**src/rtl/wf_dpbram_reader_if.sv**
```systemverilog
// Read port of the dual-port BRAM that holds the waveform samples.
// The reader drives enable/address and receives data RD_LATENCY clocks later.
interface wf_dpbram_reader_if #(
  parameter int DATA_WIDTH = 16,
  parameter int ADDR_WIDTH = 10
);
  logic                  o_wf_read_en;
  logic [ADDR_WIDTH-1:0] o_wf_read_addr;
  logic [DATA_WIDTH-1:0] i_wf_read_data;

  modport master (
    output o_wf_read_en,
    output o_wf_read_addr,
    input  i_wf_read_data
  );

  modport slave (
    input  o_wf_read_en,
    input  o_wf_read_addr,
    output i_wf_read_data
  );
endinterface

```
**src/rtl/wf_dpbram_reader.sv**
```systemverilog
// Waveform playback reader: fetches samples from a DPBRAM at a programmable
// period, optionally looping, and presents each returned sample with a strobe.
//
// state    | meaning
// ---------+--------------------------------------------------------------
// ST_IDLE  | waiting for an accepted start pulse
// ST_RUN   | issuing fetches every latched period
// ST_DRAIN | no more fetches; waiting for in-flight reads, then pulse done
module wf_dpbram_reader #(
  parameter int DATA_WIDTH = 16,
  parameter int ADDR_WIDTH = 10,
  parameter int RD_LATENCY = 2
) (
  input  logic                  i_clk,
  input  logic                  i_rst,
  input  logic                  i_wf_start,
  input  logic                  i_wf_stop,
  input  logic                  i_wf_loop_en,
  input  logic [ADDR_WIDTH:0]   i_wf_length,
  input  logic [31:0]           i_wf_period,
  wf_dpbram_reader_if.master    bram,
  output logic [DATA_WIDTH-1:0] o_wf_data,
  output logic                  o_wf_data_valid,
  output logic                  o_wf_busy,
  output logic                  o_wf_done,
  output logic [31:0]           o_wf_read_data_num
);

  localparam logic [ADDR_WIDTH:0] MAX_LEN    = {1'b1, {ADDR_WIDTH{1'b0}}};
  localparam logic [31:0]         MIN_PERIOD = 32'(RD_LATENCY + 1);

  typedef enum logic [1:0] {ST_IDLE, ST_RUN, ST_DRAIN} state_t;

  state_t                  state_q;
  logic [ADDR_WIDTH:0]     len_q;
  logic [31:0]             period_q;
  logic                    loop_q;
  logic [ADDR_WIDTH-1:0]   addr_q;      // address of the next fetch
  logic [31:0]             tmr_q;       // clocks remaining until the next fetch
  logic                    rd_en_q;
  logic [ADDR_WIDTH-1:0]   rd_addr_q;
  logic [RD_LATENCY-1:0]   pipe_q;      // one bit per outstanding fetch, by age
  logic [DATA_WIDTH-1:0]   data_q;
  logic                    valid_q;
  logic                    done_q;
  logic [31:0]             num_q;

  logic [ADDR_WIDTH:0]     len_d;
  logic [31:0]             period_d;
  logic [ADDR_WIDTH-1:0]   addr_d;
  logic                    last_fetch_d;
  logic                    in_flight_d;

  // Clamp the programmed length/period and work out the address sequencing.
  always_comb begin
    len_d        = (i_wf_length > MAX_LEN) ? MAX_LEN : i_wf_length;
    period_d     = (i_wf_period < MIN_PERIOD) ? MIN_PERIOD : i_wf_period;
    addr_d       = ({1'b0, addr_q} == len_q - (ADDR_WIDTH+1)'(1)) ? '0
                                                                   : addr_q + ADDR_WIDTH'(1);
    last_fetch_d = ({1'b0, rd_addr_q} == len_q - (ADDR_WIDTH+1)'(1));
    in_flight_d  = rd_en_q | (|pipe_q);
  end

  // Playback FSM, read pipeline tracking and all registered outputs.
  always_ff @(posedge i_clk) begin
    if (i_rst) begin
      state_q   <= ST_IDLE;
      len_q     <= '0;
      period_q  <= '0;
      loop_q    <= 1'b0;
      addr_q    <= '0;
      tmr_q     <= '0;
      rd_en_q   <= 1'b0;
      rd_addr_q <= '0;
      pipe_q    <= '0;
      data_q    <= '0;
      valid_q   <= 1'b0;
      done_q    <= 1'b0;
      num_q     <= '0;
    end else begin
      rd_en_q <= 1'b0;
      valid_q <= 1'b0;
      done_q  <= 1'b0;
      pipe_q  <= (pipe_q << 1) | RD_LATENCY'(rd_en_q);

      if (pipe_q[RD_LATENCY-1]) begin
        data_q  <= bram.i_wf_read_data;
        valid_q <= 1'b1;
        if (num_q != '1) num_q <= num_q + 32'd1;
      end

      case (state_q)
        ST_IDLE: begin
          if (i_wf_start && !i_wf_stop && (i_wf_length != '0)) begin
            state_q   <= ST_RUN;
            len_q     <= len_d;
            period_q  <= period_d;
            loop_q    <= i_wf_loop_en;
            rd_en_q   <= 1'b1;
            rd_addr_q <= '0;
            addr_q    <= (len_d == (ADDR_WIDTH+1)'(1)) ? '0 : ADDR_WIDTH'(1);
            tmr_q     <= period_d - 32'd1;
            num_q     <= '0;
          end
        end
        ST_RUN: begin
          // The period is always longer than one clock, so the last fetch
          // cycle never coincides with a timer expiry.
          if (i_wf_stop) begin
            state_q <= ST_DRAIN;
          end else if (rd_en_q && last_fetch_d && !loop_q) begin
            state_q <= ST_DRAIN;
          end else if (tmr_q == '0) begin
            rd_en_q   <= 1'b1;
            rd_addr_q <= addr_q;
            addr_q    <= addr_d;
            tmr_q     <= period_q - 32'd1;
          end else begin
            tmr_q <= tmr_q - 32'd1;
          end
        end
        ST_DRAIN: begin
          if (!in_flight_d) begin
            done_q  <= 1'b1;
            state_q <= ST_IDLE;
          end
        end
        default: state_q <= ST_IDLE;
      endcase
    end
  end

  assign bram.o_wf_read_en   = rd_en_q;
  assign bram.o_wf_read_addr = rd_addr_q;
  assign o_wf_data           = data_q;
  assign o_wf_data_valid     = valid_q;
  assign o_wf_busy           = (state_q != ST_IDLE);
  assign o_wf_done           = done_q;
  assign o_wf_read_data_num  = num_q;

endmodule

```
**src/flat_wrapper.sv**
```systemverilog
// flat-port wrapper written by rule: the top's interface ports become plain ports
module wf_dpbram_reader_flat 
#(
  parameter int DATA_WIDTH = 16,
  parameter int ADDR_WIDTH = 10,
  parameter int RD_LATENCY = 2
)
  (i_clk, i_rst, i_wf_start, i_wf_stop, i_wf_loop_en, i_wf_length, i_wf_period, o_wf_data, o_wf_data_valid, o_wf_busy, o_wf_done, o_wf_read_data_num, bram_o_wf_read_en, bram_o_wf_read_addr, bram_i_wf_read_data);
  wf_dpbram_reader_if #(.DATA_WIDTH(DATA_WIDTH), .ADDR_WIDTH(ADDR_WIDTH)) bram_i ();
  input  logic i_clk;
  input  logic i_rst;
  input  logic i_wf_start;
  input  logic i_wf_stop;
  input  logic i_wf_loop_en;
  input  logic [ADDR_WIDTH:0] i_wf_length;
  input  logic [31:0] i_wf_period;
  output logic [DATA_WIDTH-1:0] o_wf_data;
  output logic o_wf_data_valid;
  output logic o_wf_busy;
  output logic o_wf_done;
  output logic [31:0] o_wf_read_data_num;
  output wire logic [$bits(bram_i.o_wf_read_en)-1:0] bram_o_wf_read_en;
  output wire logic [$bits(bram_i.o_wf_read_addr)-1:0] bram_o_wf_read_addr;
  input wire logic [$bits(bram_i.i_wf_read_data)-1:0] bram_i_wf_read_data;
  assign bram_o_wf_read_en = bram_i.o_wf_read_en;
  assign bram_o_wf_read_addr = bram_i.o_wf_read_addr;
  assign bram_i.i_wf_read_data = bram_i_wf_read_data;
  wf_dpbram_reader #(.DATA_WIDTH(DATA_WIDTH), .ADDR_WIDTH(ADDR_WIDTH), .RD_LATENCY(RD_LATENCY)) u_core (.i_clk(i_clk), .i_rst(i_rst), .i_wf_start(i_wf_start), .i_wf_stop(i_wf_stop), .i_wf_loop_en(i_wf_loop_en), .i_wf_length(i_wf_length), .i_wf_period(i_wf_period), .bram(bram_i), .o_wf_data(o_wf_data), .o_wf_data_valid(o_wf_data_valid), .o_wf_busy(o_wf_busy), .o_wf_done(o_wf_done), .o_wf_read_data_num(o_wf_read_data_num));
endmodule
```
**config.mk**
```make
export PLATFORM = sky130hd
export DESIGN_NAME = wf_dpbram_reader_flat
export DESIGN_NICKNAME = d
export VERILOG_FILES = /design/src/rtl/wf_dpbram_reader_if.sv /design/src/rtl/wf_dpbram_reader.sv /design/src/flat_wrapper.sv
export SDC_FILE = /design/constraint.sdc
export NUM_CORES = 1
export LEC_CHECK = 0
export ABC_AREA = 1
export BUFFER_PORTS_ARGS = -buffer_cell sky130_fd_sc_hd__buf_2
export CAP_MARGIN = 30
export CORE_MARGIN = 2
export CORE_UTILIZATION = 40
export CTS_CLUSTER_DIAMETER = 80
export CTS_CLUSTER_SIZE = 12
export DETAILED_ROUTE_END_ITERATION = 12
export GPL_TIMING_DRIVEN = 0
export SLEW_MARGIN = 40
export SYNTH_ARGS = -nofsm -noshare
export SYNTH_HDL_FRONTEND = slang
export SYNTH_SLANG_ARGS = --single-unit
```
**constraint.sdc**
```tcl
create_clock -name i_clk -period 2.7 [get_ports i_clk]
set_clock_uncertainty 0.05 [all_clocks]
set_input_delay 0.27 -clock i_clk [delete_from_list [all_inputs] [get_ports i_clk]]
set_output_delay 0.27 -clock i_clk [all_outputs]
set_load 0.05 [all_outputs]
```
After elaboration in Yosys (flattened, before gate mapping)
Index checks and enable logic that the tools add are counted.
{"block": "totals", "regBits": 151, "in_bits": 64, "out_inout_bits": 62, "elab_cells": 88}
{"block": "classes", "n_addsub": 6, "order_cmp": 2, "eq_ne": 12, "mux": 35, "n_bitwise": 3, "reduce_logical": 17}
{"cell": "32-bit two-way mux", "count": 9}
{"cell": "32-bit by 1-bit subtractor with 32-bit output, second input constant", "count": 3}
{"cell": "10-bit two-way mux", "count": 9}
{"cell": "32-bit case mux with 2 select lines", "count": 1}
{"cell": "10-bit case mux with 2 select lines", "count": 2}
{"cell": "32-bit by 1-bit adder with 32-bit output, second input constant", "count": 1}
{"cell": "32-bit logical NOT", "count": 1}
{"cell": "32-bit by 2-bit less-than comparator with 1-bit output, second input constant", "count": 1}
{"cell": "32-bit inequality test, second input constant", "count": 1}
{"cell": "10-bit by 11-bit equality test with 1-bit output", "count": 2}
{"cell": "11-bit by 1-bit equality test with 1-bit output, second input constant", "count": 1}
{"cell": "11-bit greater-than comparator, second input constant", "count": 1}
{"cell": "11-bit two-way mux", "count": 1}
{"cell": "11-bit nonzero test", "count": 1}
{"cell": "11-bit by 1-bit subtractor with 11-bit output, second input constant", "count": 1}
{"cell": "10-bit by 1-bit adder with 10-bit output, second input constant", "count": 1}
{"cell": "2-bit two-way mux", "count": 4}
{"cell": "1-bit two-way mux", "count": 7}
{"cell": "2-bit inequality test, second input constant", "count": 3}
{"cell": "2-bit case mux with 3 select lines", "count": 1}
{"cell": "5-bit AND reduction", "count": 1}
{"cell": "1-bit logical AND", "count": 4}
{"cell": "2-bit by 1-bit inequality test with 1-bit output, second input constant", "count": 2}
{"cell": "4-bit AND reduction", "count": 1}
{"cell": "13 further kinds", "count": 16}

Logic depth before layout (Yosys ltp)
Gate-level depths: netlist (run 1).
{"block": "logic_depth", "word_depth": 7, "mapped_depth": 20, "depth_no_buf": 19}

Worst setup path before layout (run 1)
Ideal clock, no wire load.
{"block": "synth_path", "path_type": "register -> register", "start": "reg u_core.num_q[0], in the netlist u_core.o_wf_read_data_num[0]", "end": "reg u_core.num_q[11], in the netlist u_core.o_wf_read_data_num[11]", "setup_time_ps": 128, "t_arrival_ps": 2366, "t_required_ps": 2522, "path_slack_ps": 157, "stages_incl_launch_ff": 13, "path_buffers": 1, "period_less_slack_ps": 2543, "cell_sequence": "dfxtp_1 -> ha_1 -> nand2_1 -> nor3_2 -> nand2_1 -> nor4_2 -> nand2_1 -> o21ai_4 -> inv_2 -> buf_6 -> nand4_1 -> xor2_1 -> nor2_1"}
{"block": "synth_via", "elab_chain_cells": 5, "elab_cells_between_ends": 6, "classes_between": "1 x add/sub; 1 x eq/ne; 4 x mux"}
{"element": "start: declaration", "line": "wf_dpbram_reader.sv:46", "source": "logic [31:0] num_q;"}
{"element": "start signal: assignment", "line": "wf_dpbram_reader.sv:89", "source": "if (num_q != '1) num_q <= num_q + 32'd1;"}
{"element": "32-bit by 1-bit adder with 32-bit output or 32-bit inequality test (tied branches)", "line": "wf_dpbram_reader.sv:89"}
{"element": "32-bit two-way mux (*)", "line": "wf_dpbram_reader.sv:89"}
{"element": "32-bit two-way mux (*)", "line": "wf_dpbram_reader.sv:86", "source": "if (pipe_q[RD_LATENCY-1]) begin"}
{"element": "32-bit two-way mux", "line": "wf_dpbram_reader.sv:94", "source": "if (i_wf_start && !i_wf_stop && (i_wf_length != '0)) begin"}
{"element": "32-bit two-way mux (*)", "line": "wf_dpbram_reader.sv:92", "source": "case (state_q)"}
Every way passes the cells marked *; elsewhere a longest branch is shown, timed or not.
A chain may end at the register's enable or synchronous reset.

Worst setup path after layout (run 1)
{"block": "layout_path", "start": "reg u_core.tmr_q[22]", "end": "reg u_core.tmr_q[11]"}
{"block": "layout_via", "elab_chain_cells": 5}
{"element": "start: declaration", "line": "wf_dpbram_reader.sv:39", "source": "logic [31:0] tmr_q;"}
{"element": "start signal: assignment", "line": "wf_dpbram_reader.sv:102", "source": "tmr_q <= period_d - 32'd1;"}
{"element": "start signal: assignment", "line": "wf_dpbram_reader.sv:117", "source": "tmr_q <= period_q - 32'd1;"}
{"element": "start signal: assignment", "line": "wf_dpbram_reader.sv:119", "source": "tmr_q <= tmr_q - 32'd1;"}
{"element": "32-bit logical NOT", "line": "wf_dpbram_reader.sv:113", "source": "end else if (tmr_q == '0) begin"}
{"element": "32-bit two-way mux", "line": "wf_dpbram_reader.sv:113"}
{"element": "32-bit two-way mux", "line": "wf_dpbram_reader.sv:111", "source": "end else if (rd_en_q && last_fetch_d && !loop_q) begin"}
{"element": "32-bit two-way mux", "line": "wf_dpbram_reader.sv:109", "source": "if (i_wf_stop) begin"}
{"element": "32-bit case mux with 2 select lines", "line": "wf_dpbram_reader.sv:92"}
Every way passes these cells. The select of a mux whose other input is x is not followed.

==> results.json, run 1 <==
{
  "combPwrFrac_pct": 18.1,
  "worstSkewPairLatency_ns": 0.44,
  "critical_path_start_end_classification": "reg -> reg",
  "placed_area_sq_mm": 0.0102,
  "final-instance-count-excl-fill": 1947,
  "clock_path_buffers": 2,
  "drt-total-wl_mm": 31.3,
  "power_report.internal_total_uw": 4280,
  "switching_share_pct": 30.4,
  "netSwitchingPower_uw": 1870,
  "report.final.hold_viol_count": 0,
  "synth_area_per_cell_sq_um": 6.18,
  "routedWlPerCell_um": 16.1,
  "share_seq_of_total_power_pct": 39.1,
  "floorplan.initialDensity_pct": 40.8,
  "fillers": 2373,
  "worst_setup_path_end_kind": "register",
  "groute.usage.overall_pct": 25.9,
  "antenna_violations_before_repair": 0,
  "antenna-diode-count": 0,
  "number_of_detailed_routing_iterations_run_before_antenna_repair": 5,
  "final_max_slew_viol_count": 0,
  "rows": 55,
  "grt_start_max_net_pins": 17,
  "run_status": "finished, final reports clean",
  "maxClockFrequency_mhz": 391,
  "die_height_um": 156,
  "min_period_ns": 2.55,
  "postRouteAntennaNets": 0,
  "synth.ff_latch_count": 151,
  "timing.final.setup_violations": 0,
  "area.growth.synth_to_final_pct": 21.4,
  "worst-endpoint-arrival_ns": 2.84,
  "core_sq_mm": 0.0226,
  "total_power_per_unit_cell_area_mw_per_mm2": 549,
  "grt.overflow.total": 0,
  "cts-htree-levels": 4,
  "tightestPinTransition_ns": 0.733,
  "layout-drive-gt1-share_pct": 16.8,
  "hold_path_class": "in -> reg",
  "post-dp-hpwl_mm": 23.7,
  "cts_tree": "built",
  "grt_pass1_vias": 9075,
  "route.vias.total": 9899,
  "maxCapViolations": 0,
  "worst_setup_hold_path_clk_slew_ns": 0.06,
  "synth_cells": 1493,
  "netlist_cell_types": 43,
  "crit_path_start_kind": "register",
  "cts.root.buffer_cell": "clkbuf_16",
  "postSynthNetCount": 1561,
  "floorplan.die_area_sq_mm": 0.0243,
  "fin_tns_setup_ns": 0,
  "clkPwrFrac_pct": 42.8,
  "ioPinCount": 126,
  "worst_ep_required_time_ns": 2.99,
  "syn_area_sq_mm": 0.00923,
  "cts.sinks": 151,
  "cts_inserted_buffers": 17,
  "yosys_warnings": 0,
  "final_cell_area_sq_mm": 0.0112,
  "final.period_utilization_pct": 94.6,
  "max_slew_margin_pct": 51.1,
  "cellLeakagePower_uw": 0.00511,
  "gp_congestion": 0.979,
  "placement.io_buffers": 124,
  "die-width_um": 156,
  "total_power_uw": 6150,
  "seq_area_frac_synth_pct": 32.8,
  "final_core_util_pct": 49.5,
  "vias_per_cell": 5.08,
  "cp_max_fo": 10,
  "largest_voltage_drop_on_the_vdd_net_mv": 0.347,
  "place_inst": 1902,
  "first_iter_violations": 722,
  "grt_pass1_wl_mm": 48.8,
  "drt_drc_violations_left": 0,
  "final_net_count": 1718
}
[sequential cells by signal, summed over array words and instances, names as in the netlist]
signal / cells
u_core.o_wf_read_data_num: 32
u_core.period_q: 32
u_core.tmr_q: 32
u_core.o_wf_data: 16
u_core.len_q: 11
u_core.addr_q: 10
u_core.bram.o_wf_read_addr: 10
u_core.pipe_q: 2
u_core.state_q: 2
u_core.bram.o_wf_read_en: 1
u_core.loop_q: 1
u_core.o_wf_data_valid: 1
u_core.o_wf_done: 1
[metrics by stage]
| stage | hold WS, ns | worst slack (ns) |
|---|---|---|
| after floorplan | 0.355 | 0.157 |
| after global placement | 0.378 | -0.160 |
| after detailed placement | 0.373 | -0.153 |
| after CTS | 0.00213 | -0.0850 |
| after global routing | 0.0293 | -0.0256 |
| final | 0.00857 | 0.146 |
[repair_timing]
| item | 4_1_cts | 5_1_grt |
|---|---|---|
| resized for setup | 7 | 71 |
| setup buffers | 1 | 6 |
| pin swaps | 1 | 10 |
| hold buffers | 7 | 0 |
| endpoints found under the setup margin | 23 | 70 |
| hold endpoints to repair | 7 | 0 |
[placed cells by master, fill, tap and decap left out, drive strengths merged, types with 2 or more instances in the layout]
cell         instances
a21oi               68
a311oi              14
buf                159
bufinv               4
clkbuf              46
clkinv               4
clkinvlp             2
dfxtp              151
dlygate4sd3          7
ha                   4
inv                207
nand2              382
nand3              111
nand3b               2
nand4               25
nor2               296
nor3                19
nor3b                2
nor4                10
o21ai               72
o21bai               3
o22ai               13
xnor2               11
xor2                44
[worst paths after layout]
check	start	to	slack (ns)	cells past startpoint
max	u_core.tmr_q[22]	u_core.tmr_q[11]	0.15	20
min	bram_i_wf_read_data[13]	u_core.o_wf_data[13]	0.009	3
max reg2reg	u_core.tmr_q[22]	u_core.tmr_q[11]	0.15	20
min reg2reg	u_core.pipe_q[0]	u_core.pipe_q[1]	0.38	2
[power by group through the flow]
| stage | combinational, uW | clock, uW | sequential, uW |
|---|---|---|---|
| CTS | 1050 | 2670 | 2400 |
| detailed placement | 1030 | 0 | 2450 |
| floorplan | 678 | 0 | 2480 |
| global route | 1240 | 2750 | 2420 |
| finish | 1110 | 2630 | 2400 |
| global placement | 1020 | 0 | 2450 |
[critical path, cell delays in order, from the launching register on]
cell and delay, ns:
dfxtp_2 0.33, nor2_1 0.17, nand2_1 0.12, nor2_4 0.18
nand2_2 0.10, nor2_4 0.17, buf_4 0.16, buf_6 0.13
nand2_1 0.06, nand2_1 0.05, nand2_1 0.06, nand2_1 0.14
inv_1 0.07, nand2_1 0.09, nor2_2 0.05, nand2_1 0.13
nor2_4 0.07, nand2_1 0.07, nand3_1 0.11, nand2_1 0.10
inv_1 0.04
[kinds of logic (layout without fill, tap and decap cells)]
group,after synthesis,after routing,share of synthesized area [%]
simple gates,848,848,38.6
flops,151,151,32.8
compound gates,175,175,11.2
fa+ha+maj,4,4,0.542
xor+xnor,55,55,5.38
buf+inv,260,429,11.6
[cell type report]
| type | instances | area, sq um | area share, % |
|---|---|---|---|
| clock buffer | 18 | 439 | 3.92 |
| timing repair buffer | 138 | 743 | 6.63 |
| clock inverter | 13 | 195 | 1.74 |
| inverter | 204 | 774 | 6.91 |
| sequential | 151 | 3030 | 27.0 |
| buffer | 56 | 348 | 3.10 |
| multi-input combinational | 1082 | 5320 | 47.5 |
| tap | 285 | 357 | 3.18 |
[synthesized netlist by cell type]
master	count	share of area, %
nand2_1	375	15
nor2_1	284	12
inv_1	201	8.2
dfxtp_1	151	33
nand3_1	108	5.9
o21ai_0	68	3.7
a21oi_1	55	3.0
xor2_1	42	4.0
clkbuf_1	28	1.1
nand4_1	23	1.6
nor3_1	17	0.92
a311oi_1	14	1.3
a21oi_2	13	1.2
buf_2	13	0.70
o22ai_1	13	0.88
xnor2_1	11	1.0
nor2_2	10	0.68
nor4_1	8	0.54
buf_6	7	0.85
nand2_2	7	0.47
buf_1	4	0.16
ha_1	4	0.54
buf_4	3	0.24
inv_2	3	0.12
nand3_2	3	0.33
o21bai_1	3	0.24
nand3b_1	2	0.16
nand4_2	2	0.27
nor2_4	2	0.24
nor3_2	2	0.22
nor3b_1	2	0.16
nor4_2	2	0.27
o21ai_1	2	0.11
xor2_2	2	0.35
a21boi_2	1	0.12
a22o_1	1	0.095
buf_8	1	0.16
o211ai_1	1	0.081
o21a_1	1	0.081
o21ai_2	1	0.095
o21ai_4	1	0.18
o32ai_1	1	0.095
or2_2	1	0.068
[metal layers]
| layer | routed length, um | GRT usage, % | part of all wire, % | vias up |
|---|---|---|---|---|
| met5 | 0 | 0 | 0 | - |
| met4 | 865 | 9.09 | 2.8 | 0 |
| met3 | 1640 | 3.72 | 5.2 | 55 |
| met2 | 14400 | 42.7 | 46 | 280 |
| met1 | 14400 | 34.7 | 46 | 4538 |
| li1 | - | - | - | 5026 |
Note: power is estimated with default switching activity, not from simulation.
==> run 2, diff against run 1 <==
--- a/config.mk
+++ b/config.mk
@@ -9,7 +9,7 @@
 export BUFFER_PORTS_ARGS = -buffer_cell sky130_fd_sc_hd__buf_2
 export CAP_MARGIN = 30
 export CORE_MARGIN = 2
-export CORE_UTILIZATION = 40
+export CORE_UTILIZATION = 45
 export CTS_CLUSTER_DIAMETER = 80
 export CTS_CLUSTER_SIZE = 12
 export DETAILED_ROUTE_END_ITERATION = 12
==> run 2 against run 1 <==
Global-route usage rose by 2.4 points. Largest power group is now registers. Sequential share of layout area up 0.41 points. Die area shrank 11%. Core utilization rose by 5.2 points. Clock power down 9.5%. Combinational power about the same. First-iteration DRC count is 1.7% lower. Sequential power about the same.
==> results.json, run 2 (same netlist as run 1, synthesis figures left out) <==
{
  "clkPwrFrac_pct": 40.5,
  "netSwitchingPower_uw": 1820,
  "worst-r2r-setup-slack_ns": 0.12,
  "core_sq_mm": 0.0202,
  "ioPinCount": 126,
  "first_iter_violations": 710,
  "layout-drive-gt1-share_pct": 16.5,
  "postRouteAntennaNets": 0,
  "floorplan.initialDensity_pct": 45.8,
  "critPathLaunch": "u_core.tmr_q[22]",
  "floorplan.die_area_sq_mm": 0.0217,
  "fillers": 2105,
  "antenna-diode-count": 0,
  "worst_setup_hold_path_clk_slew_ns": 0.06,
  "grt_pass1_wl_mm": 48.3,
  "cp_max_fo": 4,
  "cts_tree": "built",
  "final_max_slew_viol_count": 0,
  "grt_start_max_net_pins": 17,
  "tightestPinTransition_ns": 0.822,
  "worst-endpoint-arrival_ns": 2.86,
  "commonest_non_fill_non_tap_cell_in_the_layout": "nand2_1",
  "rows": 52,
  "die-width_um": 147,
  "routedWlPerCell_um": 15.9,
  "antenna_violations_before_repair": 0,
  "min_period_ns": 2.58,
  "timing.final.setup_violations": 0,
  "switching_share_pct": 31.0,
  "area.growth.synth_to_final_pct": 19.5,
  "critical_path_start_end_classification": "reg -> reg",
  "drt-total-wl_mm": 30.5,
  "vias_per_cell": 5.14,
  "crit_path_start_kind": "register",
  "die_height_um": 147,
  "grt_pass1_vias": 9251,
  "seq_area_sq_mm": 0.00303,
  "final_core_util_pct": 54.7,
  "placed_area_sq_mm": 0.0102,
  "worst_r2r_startpoint": "u_core.tmr_q[22]",
  "maxCapViolations": 0,
  "cellLeakagePower_uw": 0.00503,
  "multi_input_area_sq_mm": 0.00530,
  "placement.io_buffers": 124,
  "post-dp-hpwl_mm": 23.3,
  "maxClockFrequency_mhz": 387,
  "worstSkewPairLatency_ns": 0.43,
  "hold_path_class": "in -> reg",
  "largest_voltage_drop_on_the_vdd_net_mv": 0.430,
  "clock_path_buffers": 2,
  "share_seq_of_total_power_pct": 40.9,
  "groute.usage.overall_pct": 28.4,
  "route.vias.total": 9901,
  "run_status": "finished, final reports clean",
  "report.final.hold_viol_count": 0,
  "final.period_utilization_pct": 95.7,
  "final_cell_mix": "nand2_1, nor2_1, inv_1, dfxtp_1, buf_2",
  "power_report.internal_total_uw": 4050,
  "final_net_count": 1711,
  "max_slew_margin_pct": 45.2,
  "total_power_per_unit_cell_area_mw_per_mm2": 532,
  "cts.sinks": 151,
  "drt_drc_violations_left": 0,
  "min-delay-start": "bram_i_wf_read_data[12]",
  "cts_inserted_buffers": 17,
  "gp_congestion": 0.971,
  "final_cell_area_sq_mm": 0.0110,
  "worst_setup_path_end_kind": "register",
  "number_of_detailed_routing_iterations_run_before_antenna_repair": 8,
  "grt.overflow.total": 0,
  "worst_ep_required_time_ns": 2.98,
  "total_power_uw": 5870,
  "combPwrFrac_pct": 18.6,
  "cts-htree-levels": 4,
  "cts.root.buffer_cell": "clkbuf_16"
}
==> run 2: changes by cell type in the layout (fill, tap and decap cells not counted), sizes merged <==
cell         delta
clkinvlp        +3
buf             +1
clkinv          -1
bufinv          -2
dlygate4sd3     -7
==> run 2: power by group through the flow <==
| stage | logic (uW) | clock network [uW] | registers (uW) |
|---|---|---|---|
| after floorplan | 678 | 0 | 2480 |
| final | 1090 | 2380 | 2400 |
| after global routing | 1210 | 2500 | 2410 |
| after detailed placement | 1030 | 0 | 2450 |
| after CTS | 1040 | 2420 | 2400 |
| after global placement | 1020 | 0 | 2450 |
==> run 2: final timing paths <==
check,to,depth (start not counted)
worst max-delay path,u_core.tmr_q[28],17
worst min-delay path,u_core.o_wf_data[12],3
worst max register to register,u_core.tmr_q[28],17
worst min register to register,u_core.pipe_q[1],2
==> run 2: layout make-up <==
type	count	area share, %
flip-flops and latches	151	27.5
multi-input cells	1082	48.0
clock inverters	13	1.33
clock buffers	19	3.93
well taps	270	3.06
inverters	204	6.97
repair buffers	131	6.10
plain buffers	56	3.13
==> run 2: what timing repair did <==
item                                    CTS  global route
hold endpoints to repair                  0             0
resized for setup                         9            58
hold buffers                              0             0
setup buffers                             1             6
pin swaps                                 1             5
endpoints found under the setup margin   24            65
==> run 2: critical path, cell delays in order, from the launching register on <==
cell and delay (ns):
dfxtp_2 0.33, nor2_2 0.13, nand2_1 0.10, nor2_4 0.18, nand2_1 0.14, nor2_4 0.20
inv_1 0.15, o21bai_2 0.18, a21boi_2 0.10, ha_2 0.22, nand2_1 0.13, nor2_4 0.06
nand3_1 0.18, nor2_1 0.08, nand2_1 0.06, nand3_1 0.09, nand2_1 0.07, inv_1 0.03
==> run 2: per-layer routing <==
| metal | vias to the layer above | part of all wire [%] | track usage [%] |
|---|---|---|---|
| met5 | - | 0 | 0 |
| met4 | 0 | 2.4 | 8.56 |
| met3 | 42 | 5.5 | 4.32 |
| met2 | 291 | 47 | 47.5 |
| met1 | 4560 | 45 | 37.9 |
| li1 | 5008 | - | - |
==> run 2: per-stage QoR <==
stage	std cells	TNS (ns)	hold WS, ns	setup WS [ns]
6_report	1926	0	0.0157	0.117
5_1_grt	1926	-0.00663	0.0212	-0.00663
4_1_cts	1920	0	0.000614	0.00767
3_5_place_dp	1887	-4.47	0.385	-0.188
3_3_place_gp	1887	-2.74	0.376	-0.186
2_1_floorplan	1493	0	0.355	0.157
==> run 3, diff against run 2 <==
--- a/config.mk
+++ b/config.mk
@@ -9,7 +9,7 @@
 export BUFFER_PORTS_ARGS = -buffer_cell sky130_fd_sc_hd__buf_2
 export CAP_MARGIN = 30
 export CORE_MARGIN = 2
-export CORE_UTILIZATION = 45
+export CORE_UTILIZATION = 36
 export CTS_CLUSTER_DIAMETER = 80
 export CTS_CLUSTER_SIZE = 12
 export DETAILED_ROUTE_END_ITERATION = 12
==> run 3 against run 2 <==
First-iteration DRC count unchanged. Non-clock buffer count grew 10. Critical path type unchanged. Critical path depth rose by 1. Core utilization decreased by 10 points. Via count is 0.30% lower. Final area increased by 2.1%. Combinational power is 5% higher. Worst hold slack got worse by 0.0093 ns. Highest routed layer unchanged. Power shrank 0.27%. Die area rose by 24%. Final cell count grew 3.6%. Worst setup slack got worse by 0.012 ns.
==> results.json, run 3 (same netlist as run 1, synthesis figures left out) <==
{
  "critPathLaunch": "u_core.len_q[1]",
  "worst_setup_hold_path_clk_slew_ns": 0.07,
  "routedWlPerCell_um": 15.7,
  "drt-total-wl_mm": 31.3,
  "ff2ff_path_depth": 18,
  "final_net_count": 1721,
  "worst_ep_required_time_ns": 3.02,
  "setup.worst_path.end": "u_core.tmr_q[21]",
  "total_power_uw": 5850,
  "cp_max_fo": 10,
  "route.vias.total": 9871,
  "maxCapViolations": 0,
  "cellLeakagePower_uw": 0.00511,
  "largest_voltage_drop_on_the_vdd_net_mv": 0.321,
  "worst_r2r_startpoint": "u_core.len_q[1]",
  "drt_drc_violations_left": 0,
  "total_power_per_unit_cell_area_mw_per_mm2": 520,
  "layout-drive-gt1-share_pct": 17.2,
  "worst-r2r-setup-slack_ns": 0.11,
  "combPwrFrac_pct": 19.5,
  "final.period_utilization_pct": 96.1,
  "gp_congestion": 0.949,
  "groute.usage.overall_pct": 22.9,
  "vias_per_cell": 4.95,
  "netSwitchingPower_uw": 1910,
  "min-delay-start": "bram_i_wf_read_data[0]",
  "die_height_um": 164,
  "switching_share_pct": 32.7,
  "cts_inserted_buffers": 17,
  "run_status": "finished, final reports clean",
  "max_slew_margin_pct": 51.5,
  "cts.root.buffer_cell": "clkbuf_16",
  "grt_pass1_wl_mm": 48.2,
  "critical_path_start_end_classification": "reg -> reg",
  "rows": 58,
  "holdWs_ns": 0.00637,
  "worst-endpoint-arrival_ns": 2.92,
  "grt_start_max_net_pins": 17,
  "clkPwrFrac_pct": 39.4,
  "final_cell_area_sq_mm": 0.0113,
  "ioPinCount": 126,
  "report.final.hold_viol_count": 0,
  "antenna_violations_before_repair": 0,
  "worstSkewPairLatency_ns": 0.43,
  "floorplan.die_area_sq_mm": 0.0269,
  "postRouteAntennaNets": 0,
  "cts.sinks": 151,
  "tightestPinTransition_ns": 0.728,
  "placement.io_buffers": 124,
  "grt_pass1_vias": 9169,
  "crit_path_start_kind": "register",
  "core_sq_mm": 0.0252,
  "area.growth.synth_to_final_pct": 22.0,
  "clock_path_buffers": 2,
  "post-dp-hpwl_mm": 23.7,
  "cts_tree": "built",
  "worst_setup_path_end_kind": "register",
  "min_period_ns": 2.59,
  "share_seq_of_total_power_pct": 41.1,
  "die-width_um": 164,
  "number_of_detailed_routing_iterations_run_before_antenna_repair": 5,
  "regToRegEndpoint": "u_core.tmr_q[21]",
  "placed_area_sq_mm": 0.0103,
  "hold_path_class": "in -> reg",
  "fillers": 2744,
  "power_report.internal_total_uw": 3940,
  "antenna-diode-count": 0,
  "cts-htree-levels": 4,
  "floorplan.initialDensity_pct": 36.7,
  "grt.overflow.total": 0,
  "final_max_slew_viol_count": 0,
  "final_cell_mix": "nand2_1, nor2_1, inv_1, dfxtp_1, buf_2",
  "timing.final.setup_violations": 0,
  "first_iter_violations": 710,
  "maxClockFrequency_mhz": 385,
  "commonest_non_fill_non_tap_cell_in_the_layout": "nand2_1"
}
==> run 3: power groups by stage <==
stage	registers [uW]	logic, uW	clock network (uW)
final	2400	1140	2310
after global routing	2410	1260	2420
after CTS	2400	1040	2330
after detailed placement	2450	1030	0
after global placement	2450	1020	0
after floorplan	2480	678	0
==> run 3: area by class of cell <==
class	count	area (sq um)	area share (%)
Clock inverter	13	116	1.03
Timing Repair Buffer	141	816	7.24
Clock buffer	18	439	3.90
Tap cell	330	413	3.67
Sequential cell	151	3030	26.9
Multi-Input combinational cell	1082	5320	47.2
Buffer	56	359	3.19
Inverter	204	771	6.84
==> run 3: per-stage QoR <==
step	utilization [%]	setup WS, ns	TNS [ns]	instances
finish	44.7	0.105	0	1995
global route	44.7	-0.0367	-0.354	1995
CTS	43.2	0.00151	0	1981
detailed placement	40.8	-0.148	-2.30	1947
global placement	40.8	-0.139	-2.02	1947
floorplan	-	0.157	0	1493
==> run 3: layer usage <==
| metal | share of wire (%) | routed length (um) | vias up | track usage [%] |
|---|---|---|---|---|
| li1 | - | - | 5016 | - |
| met4 | 2.2 | 697 | 0 | 6.74 |
| met3 | 5.0 | 1560 | 45 | 3.76 |
| met1 | 47 | 14600 | 4559 | 30.5 |
| met2 | 46 | 14500 | 251 | 38.1 |
| met5 | 0 | 0 | - | 0 |
==> run 3: worst min-delay path by stage <==
| stage | end | slack (ns) | depth (start not counted) |
|---|---|---|---|
| floorplan | u_core.o_wf_data[0] | 0.35 | 2 |
| global placement | u_core.pipe_q[1] | 0.37 | 2 |
| detailed placement | u_core.pipe_q[1] | 0.39 | 2 |
| CTS | u_core.o_wf_data[0] | 0.001 | 3 |
| global route | u_core.o_wf_data[0] | 0.004 | 3 |
| finish | u_core.o_wf_data[0] | 0.006 | 3 |
==> run 3: what timing repair did <==
action / 4_1_cts / 5_1_grt
pin swaps: 1 / 12
hold buffers: 1 / 0
endpoints found under the hold margin: 1 / 0
resized for setup: 13 / 68
setup buffers: 2 / 11
setup endpoints to repair: 25 / 71
cloned: 0 / 3
==> run 3: critical path: stages (launching register included) <==
cell	delay (ns)
dfxtp_2	0.33
inv_2	0.08
ha_4	0.16
nand2_4	0.07
nor2_4	0.11
nand2_2	0.07
nor2_4	0.14
nand2_2	0.07
xor2_2	0.17
nor2_1	0.11
nand3_1	0.14
nor2_2	0.18
nand3_2	0.15
nand2_4	0.15
inv_4	0.10
buf_4	0.21
nand3_1	0.13
nand2_1	0.06
inv_1	0.05
